**src/rtl/axi2apb_64_32.sv**
```systemverilog
// axi2apb_64_32: serialises 64-bit AXI4 bursts into 32-bit APB transfers, one transaction at a time
module axi2apb_64_32 #(
    parameter int AXI_ADDR_WIDTH = 32,
    parameter int AXI_ID_WIDTH   = 16,
    parameter int AXI_USER_WIDTH = 10,
    parameter int APB_ADDR_WIDTH = 12
) (
    input  logic                      clk,
    input  logic                      rst,
    input  logic [AXI_ID_WIDTH-1:0]   aw_id,
    input  logic [AXI_ADDR_WIDTH-1:0] aw_addr,
    input  logic [7:0]                aw_len,
    input  logic [2:0]                aw_size,
    input  logic [1:0]                aw_burst,
    input  logic                      aw_valid,
    output logic                      aw_ready,
    input  logic [63:0]               w_data,
    input  logic [7:0]                w_strb,
    input  logic                      w_last,
    input  logic                      w_valid,
    output logic                      w_ready,
    output logic [AXI_ID_WIDTH-1:0]   b_id,
    output logic [1:0]                b_resp,
    output logic [AXI_USER_WIDTH-1:0] b_user,
    output logic                      b_valid,
    input  logic                      b_ready,
    input  logic [AXI_ID_WIDTH-1:0]   ar_id,
    input  logic [AXI_ADDR_WIDTH-1:0] ar_addr,
    input  logic [7:0]                ar_len,
    input  logic [2:0]                ar_size,
    input  logic [1:0]                ar_burst,
    input  logic                      ar_valid,
    output logic                      ar_ready,
    output logic [AXI_ID_WIDTH-1:0]   r_id,
    output logic [63:0]               r_data,
    output logic [1:0]                r_resp,
    output logic                      r_last,
    output logic [AXI_USER_WIDTH-1:0] r_user,
    output logic                      r_valid,
    input  logic                      r_ready,
    output logic [APB_ADDR_WIDTH-1:0] paddr,
    output logic [31:0]               pwdata,
    output logic [3:0]                pstrb,
    output logic                      pwrite,
    output logic                      psel,
    output logic                      penable,
    input  logic [31:0]               prdata,
    input  logic                      pready,
    input  logic                      pslverr
);
    typedef enum logic [2:0] {IDLE, W_WAIT, SETUP, ACCESS, B_RESP, R_RESP} state_t;
    state_t state_q, state_d;
    logic rr_q, rr_d, wr_q, wr_d, half_q, half_d, err_q, err_d, berr_q, berr_d;
    logic [AXI_ID_WIDTH-1:0] id_q, id_d;
    logic [AXI_ADDR_WIDTH-1:0] addr_q, addr_d, step, wrap_mask, addr_nxt;
    logic [7:0] len_q, len_d, beat_q, beat_d, wstrb_q, wstrb_d;
    logic [2:0] size_q, size_d;
    logic [1:0] burst_q, burst_d;
    logic [63:0] wdata_q, wdata_d, rdata_q, rdata_d;
    logic grant_w, beat_done, last_beat, unused;
    assign unused    = w_last;
    assign step      = AXI_ADDR_WIDTH'(1) << size_q;
    assign wrap_mask = ((AXI_ADDR_WIDTH'(len_q) + AXI_ADDR_WIDTH'(1)) << size_q) - AXI_ADDR_WIDTH'(1);
    assign addr_nxt  = burst_q == 2'b00 ? addr_q :
                       burst_q == 2'b10 ? (addr_q & ~wrap_mask) | ((addr_q + step) & wrap_mask) :
                       addr_q + step;
    assign grant_w   = aw_valid && (!ar_valid || !rr_q);
    assign beat_done = half_q || size_q != 3'd3;
    assign last_beat = beat_q == len_q;
    assign aw_ready  = state_q == IDLE && grant_w;
    assign ar_ready  = state_q == IDLE && ar_valid && !grant_w;
    assign w_ready   = state_q == W_WAIT;
    assign psel      = state_q == SETUP || state_q == ACCESS;
    assign penable   = state_q == ACCESS;
    assign paddr     = {addr_q[APB_ADDR_WIDTH-1:3], half_q, 2'b00};
    assign pwdata    = half_q ? wdata_q[63:32] : wdata_q[31:0];
    assign pstrb     = half_q ? wstrb_q[7:4] : wstrb_q[3:0];
    assign pwrite    = wr_q;
    assign b_valid   = state_q == B_RESP;
    assign b_id      = id_q;
    assign b_resp    = {berr_q, 1'b0};
    assign b_user    = '0;
    assign r_valid   = state_q == R_RESP;
    assign r_id      = id_q;
    assign r_data    = rdata_q;
    assign r_resp    = {err_q, 1'b0};
    assign r_last    = r_valid && last_beat;
    assign r_user    = '0;

    // next-state: arbitration, W capture, APB sequencing, beat address and response bookkeeping
    always_comb begin
        state_d = state_q;
        rr_d    = rr_q;
        wr_d    = wr_q;
        half_d  = half_q;
        err_d   = err_q;
        berr_d  = berr_q;
        id_d    = id_q;
        addr_d  = addr_q;
        len_d   = len_q;
        beat_d  = beat_q;
        size_d  = size_q;
        burst_d = burst_q;
        wdata_d = wdata_q;
        wstrb_d = wstrb_q;
        rdata_d = rdata_q;
        case (state_q)
            IDLE: if (aw_valid || ar_valid) begin
                rr_d    = grant_w;
                wr_d    = grant_w;
                id_d    = grant_w ? aw_id : ar_id;
                addr_d  = grant_w ? aw_addr : ar_addr;
                len_d   = grant_w ? aw_len : ar_len;
                size_d  = grant_w ? aw_size : ar_size;
                burst_d = grant_w ? aw_burst : ar_burst;
                half_d  = ar_size != 3'd3 && ar_addr[2];
                beat_d  = '0;
                err_d   = 1'b0;
                berr_d  = 1'b0;
                rdata_d = '0;
                state_d = grant_w ? W_WAIT : SETUP;
            end
            W_WAIT: if (w_valid) begin
                wdata_d = w_data;
                wstrb_d = w_strb;
                half_d  = size_q != 3'd3 && addr_q[2];
                state_d = SETUP;
            end
            SETUP: state_d = ACCESS;
            ACCESS: if (pready) begin
                err_d  = err_q | pslverr;
                berr_d = berr_q | pslverr;
                if (!wr_q) rdata_d = half_q ? {prdata, rdata_q[31:0]} : {rdata_q[63:32], prdata};
                if (!beat_done) begin
                    half_d  = 1'b1;
                    state_d = SETUP;
                end else begin
                    addr_d  = addr_nxt;
                    beat_d  = wr_q ? beat_q + 8'd1 : beat_q;
                    state_d = !wr_q ? R_RESP : last_beat ? B_RESP : W_WAIT;
                end
            end
            R_RESP: if (r_ready) begin
                beat_d  = beat_q + 8'd1;
                half_d  = size_q != 3'd3 && addr_q[2];
                rdata_d = '0;
                err_d   = 1'b0;
                state_d = last_beat ? IDLE : SETUP;
            end
            B_RESP: if (b_ready) state_d = IDLE;
            default: state_d = IDLE;
        endcase
    end

    // state and datapath registers, cleared asynchronously
    always_ff @(posedge clk or posedge rst) begin
        if (rst) begin
            state_q <= IDLE;
            rr_q    <= 1'b0;
            wr_q    <= 1'b0;
            half_q  <= 1'b0;
            err_q   <= 1'b0;
            berr_q  <= 1'b0;
            id_q    <= '0;
            addr_q  <= '0;
            len_q   <= '0;
            beat_q  <= '0;
            size_q  <= '0;
            burst_q <= '0;
            wdata_q <= '0;
            wstrb_q <= '0;
            rdata_q <= '0;
        end else begin
            state_q <= state_d;
            rr_q    <= rr_d;
            wr_q    <= wr_d;
            half_q  <= half_d;
            err_q   <= err_d;
            berr_q  <= berr_d;
            id_q    <= id_d;
            addr_q  <= addr_d;
            len_q   <= len_d;
            beat_q  <= beat_d;
            size_q  <= size_d;
            burst_q <= burst_d;
            wdata_q <= wdata_d;
            wstrb_q <= wstrb_d;
            rdata_q <= rdata_d;
        end
    end
endmodule

```
**config.mk**
```make
export PLATFORM = sky130hd
export DESIGN_NAME = axi2apb_64_32
export DESIGN_NICKNAME = d
export VERILOG_FILES = /design/src/rtl/axi2apb_64_32.sv
export SDC_FILE = /design/constraint.sdc
export NUM_CORES = 1
export LEC_CHECK = 0
export CORE_AREA = 2 2 159 161
export DETAILED_ROUTE_END_ITERATION = 16
export DIE_AREA = 0 0 161 163
export PLACE_DENSITY = 0.88
export RECOVER_POWER = 100
export SYNTH_ARGS = -nofsm -noshare
export SYNTH_HDL_FRONTEND = slang
export SYNTH_SLANG_ARGS = --single-unit
```
**constraint.sdc**
```tcl
create_clock -name clk -period 10.8 [get_ports clk]
set_input_delay 1.62 -clock clk [delete_from_list [all_inputs] [get_ports clk]]
set_output_delay 1.62 -clock clk [all_outputs]
set_load 0.01 [all_outputs]
```
==> flow_metrics.py <==
metrics = {
    "setup_path": {
        "r2r_cells": 4,
        "crit_path_end_kind": "output port",
        "timing.rr.end": "wdata_q[3]$_DFFE_PP0P_",
        "reg2reg_setup_slack_ns": 6.20,
        "crit_chain": "dlygate4sd3_1 > nand2_1 > nand2_1 > clkbuf_1 > nor4_1 > dlygate4sd3_1",
        "r2r-start": "state_q[0]$_DFFE_PP0P_",
        "crit_path_max_incr_delay_ns": 1.41,
        "cp_slowest_cell": "clkbuf_1",
        "critPathArrivalTime_ns": 4.69,
        "critPathRequiredTime_ns": 9.18,
        "critPathKind": "in2out",
        "path_max_fanout": 42,
        "start_kind": "input port",
    },
    "sta": {
        "hold_viol_final": 0,
        "fmax_mhz": 158.5,
        "rsz0062_at_grt": "false",
        "fin_ws_ns": 4.492,
        "worstMarginPinSlew_ns": 5.147,
        "min_period_ns": 6.308,
        "final.setup.tns_ns": 0,
        "maxSlewHeadroom_pct": -245.0,
        "slew_viol_final": 453,
        "setup_viol": 0,
        "clock_skew_ns": 0.02220,
        "post-route-period-util_pct": 58.41,
    },
    "clock_tree": {
        "cts_setup_buffers": 0,
        "cts_tree": "yes",
        "ctsHoldBuffers": 0,
        "cts.sinks": 192,
        "cts.reportedPaths.clkPinSlew_ns": 0.08,
        "root_buffer": "clkbuf_16",
        "cts_buffer_depth": 2,
        "numCtsBuffers": 17,
        "clk_latency_ns": 0.44,
        "cts_resized": 0,
        "htree_levels": 4,
    },
    "routing": {
        "vias": 8605,
        "vias_per_cell": 5.385,
        "met1_length_mm": 11.49,
        "highest_layer": "met4",
        "postRouteAntennaNets": 0,
        "drt_wl_total_mm": 29.60,
        "wl_per_cell_um": 18.52,
        "wl_met3_mm": 2.351,
        "drtIter0Drc": 551,
        "drc": 0,
        "wl_met2_mm": 14.93,
        "firstDrtPassIters": 6,
    },
    "floorplan": {
        "boundaryPins": 413,
        "core-area_mm2": 0.02467,
        "rows": 58,
        "start_util_pct": 41.09,
        "fp.dieW_um": 161,
        "die-area_mm2": 0.02624,
        "die_h_um": 163,
    },
    "final_layout": {
        "mostFrequentLayoutCell": "clkdlybuf4s50_1",
        "nNetsFinal": 1501,
        "layout.cells.non_filler": 1598,
        "fin_util_pct": 57.50,
        "layout_common_cells": "clkdlybuf4s50_1, dfrtp_1, dlygate4sd3_1",
        "syn_to_final_growth_pct": 39.94,
        "layout-drive-gt1-share_pct": 12.64,
    },
    "place": {
        "place_ws_ns": 5.658,
        "place.gp.congestion": 0.8626,
        "hpwl_mm": 21.29,
        "dp_cells": 1564,
        "portBuffers": 347,
    },
    "yosys": {
        "ys_seq_elements": 192,
        "synth_cells": 973,
        "avgSynthCellArea_um2": 10.42,
        "synth_edf_count": 0,
        "synthArstFlopShare_pct": 100.0,
        "ys_warn_count": 0,
        "synth_flop_cell": "dfrtp_1",
        "ys_types": 73,
        "synth_area_mm2": 0.01014,
        "ys_seq_area_share_pct": 47.39,
    },
    "min_path": {
        "holdPathEnd": "r_data[60]$_DFFE_PP0P_",
        "hold_path.class": "reg2reg",
        "hp-start": "r_data[60]$_DFFE_PP0P_",
        "hold_path_depth": 1,
    },
    "global_routing": {
        "grt_pass1_wl_mm": 46.00,
        "grt_pass1_vias": 8684,
        "grt_usage_pct": 22.07,
        "grt_max_degree": 118,
        "antenna_found_initial": 1,
        "grt_overflow": 0,
    },
    "outcome": {
        "status": "complete, but fails checks",
        "violations": "max-capacitance violations, max-slew violations",
    },
    "pwr": {
        "powerDensity_mw_per_mm2": 307.5,
        "ir_drop_uv": 168.4,
        "p_leak_nw": 6.188,
    },
    "run": {
        "maxCapViolations": 8,
    },
}
[cells in the mapped netlist (4+ instances only)]
cell type / n / area (um2)
a211oi_1: 4 / 30.03
a21o_1: 5 / 37.54
a21oi_1: 28 / 140.1
a22o_1: 67 / 586.8
a31oi_1: 37 / 231.5
and3_1: 4 / 25.02
buf_1: 7 / 26.28
buf_2: 5 / 25.02
buf_4: 55 / 412.9
clkbuf_1: 51 / 191.4
dfrtp_1: 192 / 4805
ha_1: 11 / 137.6
inv_1: 19 / 71.32
mux2_2: 109 / 1227
mux2i_1: 4 / 40.04
nand2_1: 110 / 412.9
nand2b_1: 6 / 37.54
nand3_1: 12 / 60.06
nand4_1: 10 / 62.56
nor2_1: 70 / 262.8
nor2b_1: 6 / 37.54
nor3_1: 15 / 75.07
o211ai_1: 5 / 37.54
o21ai_0: 20 / 100.1
o21bai_1: 4 / 30.03
o22a_1: 7 / 61.31
xnor2_1: 21 / 183.9
xor2_1: 19 / 166.4
[final cells by class]
class / count / area [um2]
clock inverters: 15 / 246.5
clock buffers: 17 / 425.4
well taps: 330 / 412.9
flip-flops and latches: 192 / 4806
fillers: 2047 / 10490
multi-input cells: 665 / 4693
diodes: 2 / 5.005
inverters: 21 / 80.08
repair buffers: 356 / 3518
[report_power, final]
| group | internal (W) | switching [W] | leakage (nW) |
|---|---|---|---|
| Sequential | 0.00104 | 0.000301 | 2.39 |
| Clock | 0.000351 | 0.000347 | 0.322 |
| Combinational | 0.00118 | 0.00115 | 3.48 |
[critical path, delay by kind of cell]
family / cells / cell delay (ns)
buf+inv: 3 / 2.76
simple gates: 3 / 0.31
[worst max-delay path by stage]
stage / cells after the start / endpoint / startpoint
3_3_place_gp: 6 / ar_ready / ar_valid
5_1_grt: 3 / wdata_q[56]$_DFFE_PP0P_ / rst
6_report: 6 / aw_ready / ar_valid
2_1_floorplan: 1 / async pin / rst
4_1_cts: 5 / penable / state_q[2]$_DFFE_PP0P_
3_5_place_dp: 6 / aw_ready / ar_valid
[layer usage]
layer  vias up  GRT usage [%]
met4         0          8.401
met1      4246          25.78
met2       344          38.16
met5         -              0
met3        54          6.825
li1       3961              -
[state kept, by name, summed over array words and instances (netlist names), 2 cells and up, named ones only]
| signal | flops |
|---|---|
| b_id | 16 |
| beat_q | 8 |
| burst_q | 2 |
| len_q | 8 |
| r_data | 64 |
| size_q | 3 |
| state_q | 3 |
| wdata_q | 64 |
| wstrb_q | 8 |
[stage by stage]
step | power [W] | hold WS, ns | instance area (um2)
2_1_floorplan | 0.002820 | 0.4637 | 10220
3_3_place_gp | 0.003682 | 0.4780 | 13550
3_5_place_dp | 0.003756 | 0.4907 | 13550
4_1_cts | 0.004478 | 0.5125 | 14220
5_1_grt | 0.004650 | 0.5242 | 14180
6_report | 0.004363 | 0.5067 | 14190
[kinds of logic after synthesis]
| family | after synthesis | share of synthesized area (%) |
|---|---|---|
| XOR/XNOR | 40 | 3.456 |
| other | 1 | 0.03699 |
| adder cells (fa/ha/maj) | 12 | 1.555 |
| flip-flops | 192 | 47.39 |
| AND/OR/NAND/NOR | 259 | 11.66 |
| multiplexers | 113 | 12.50 |
| buffers and inverters | 139 | 7.244 |
| AO/OA/AOI/OAI | 217 | 16.15 |
Power figures use the tool's default switching activity.
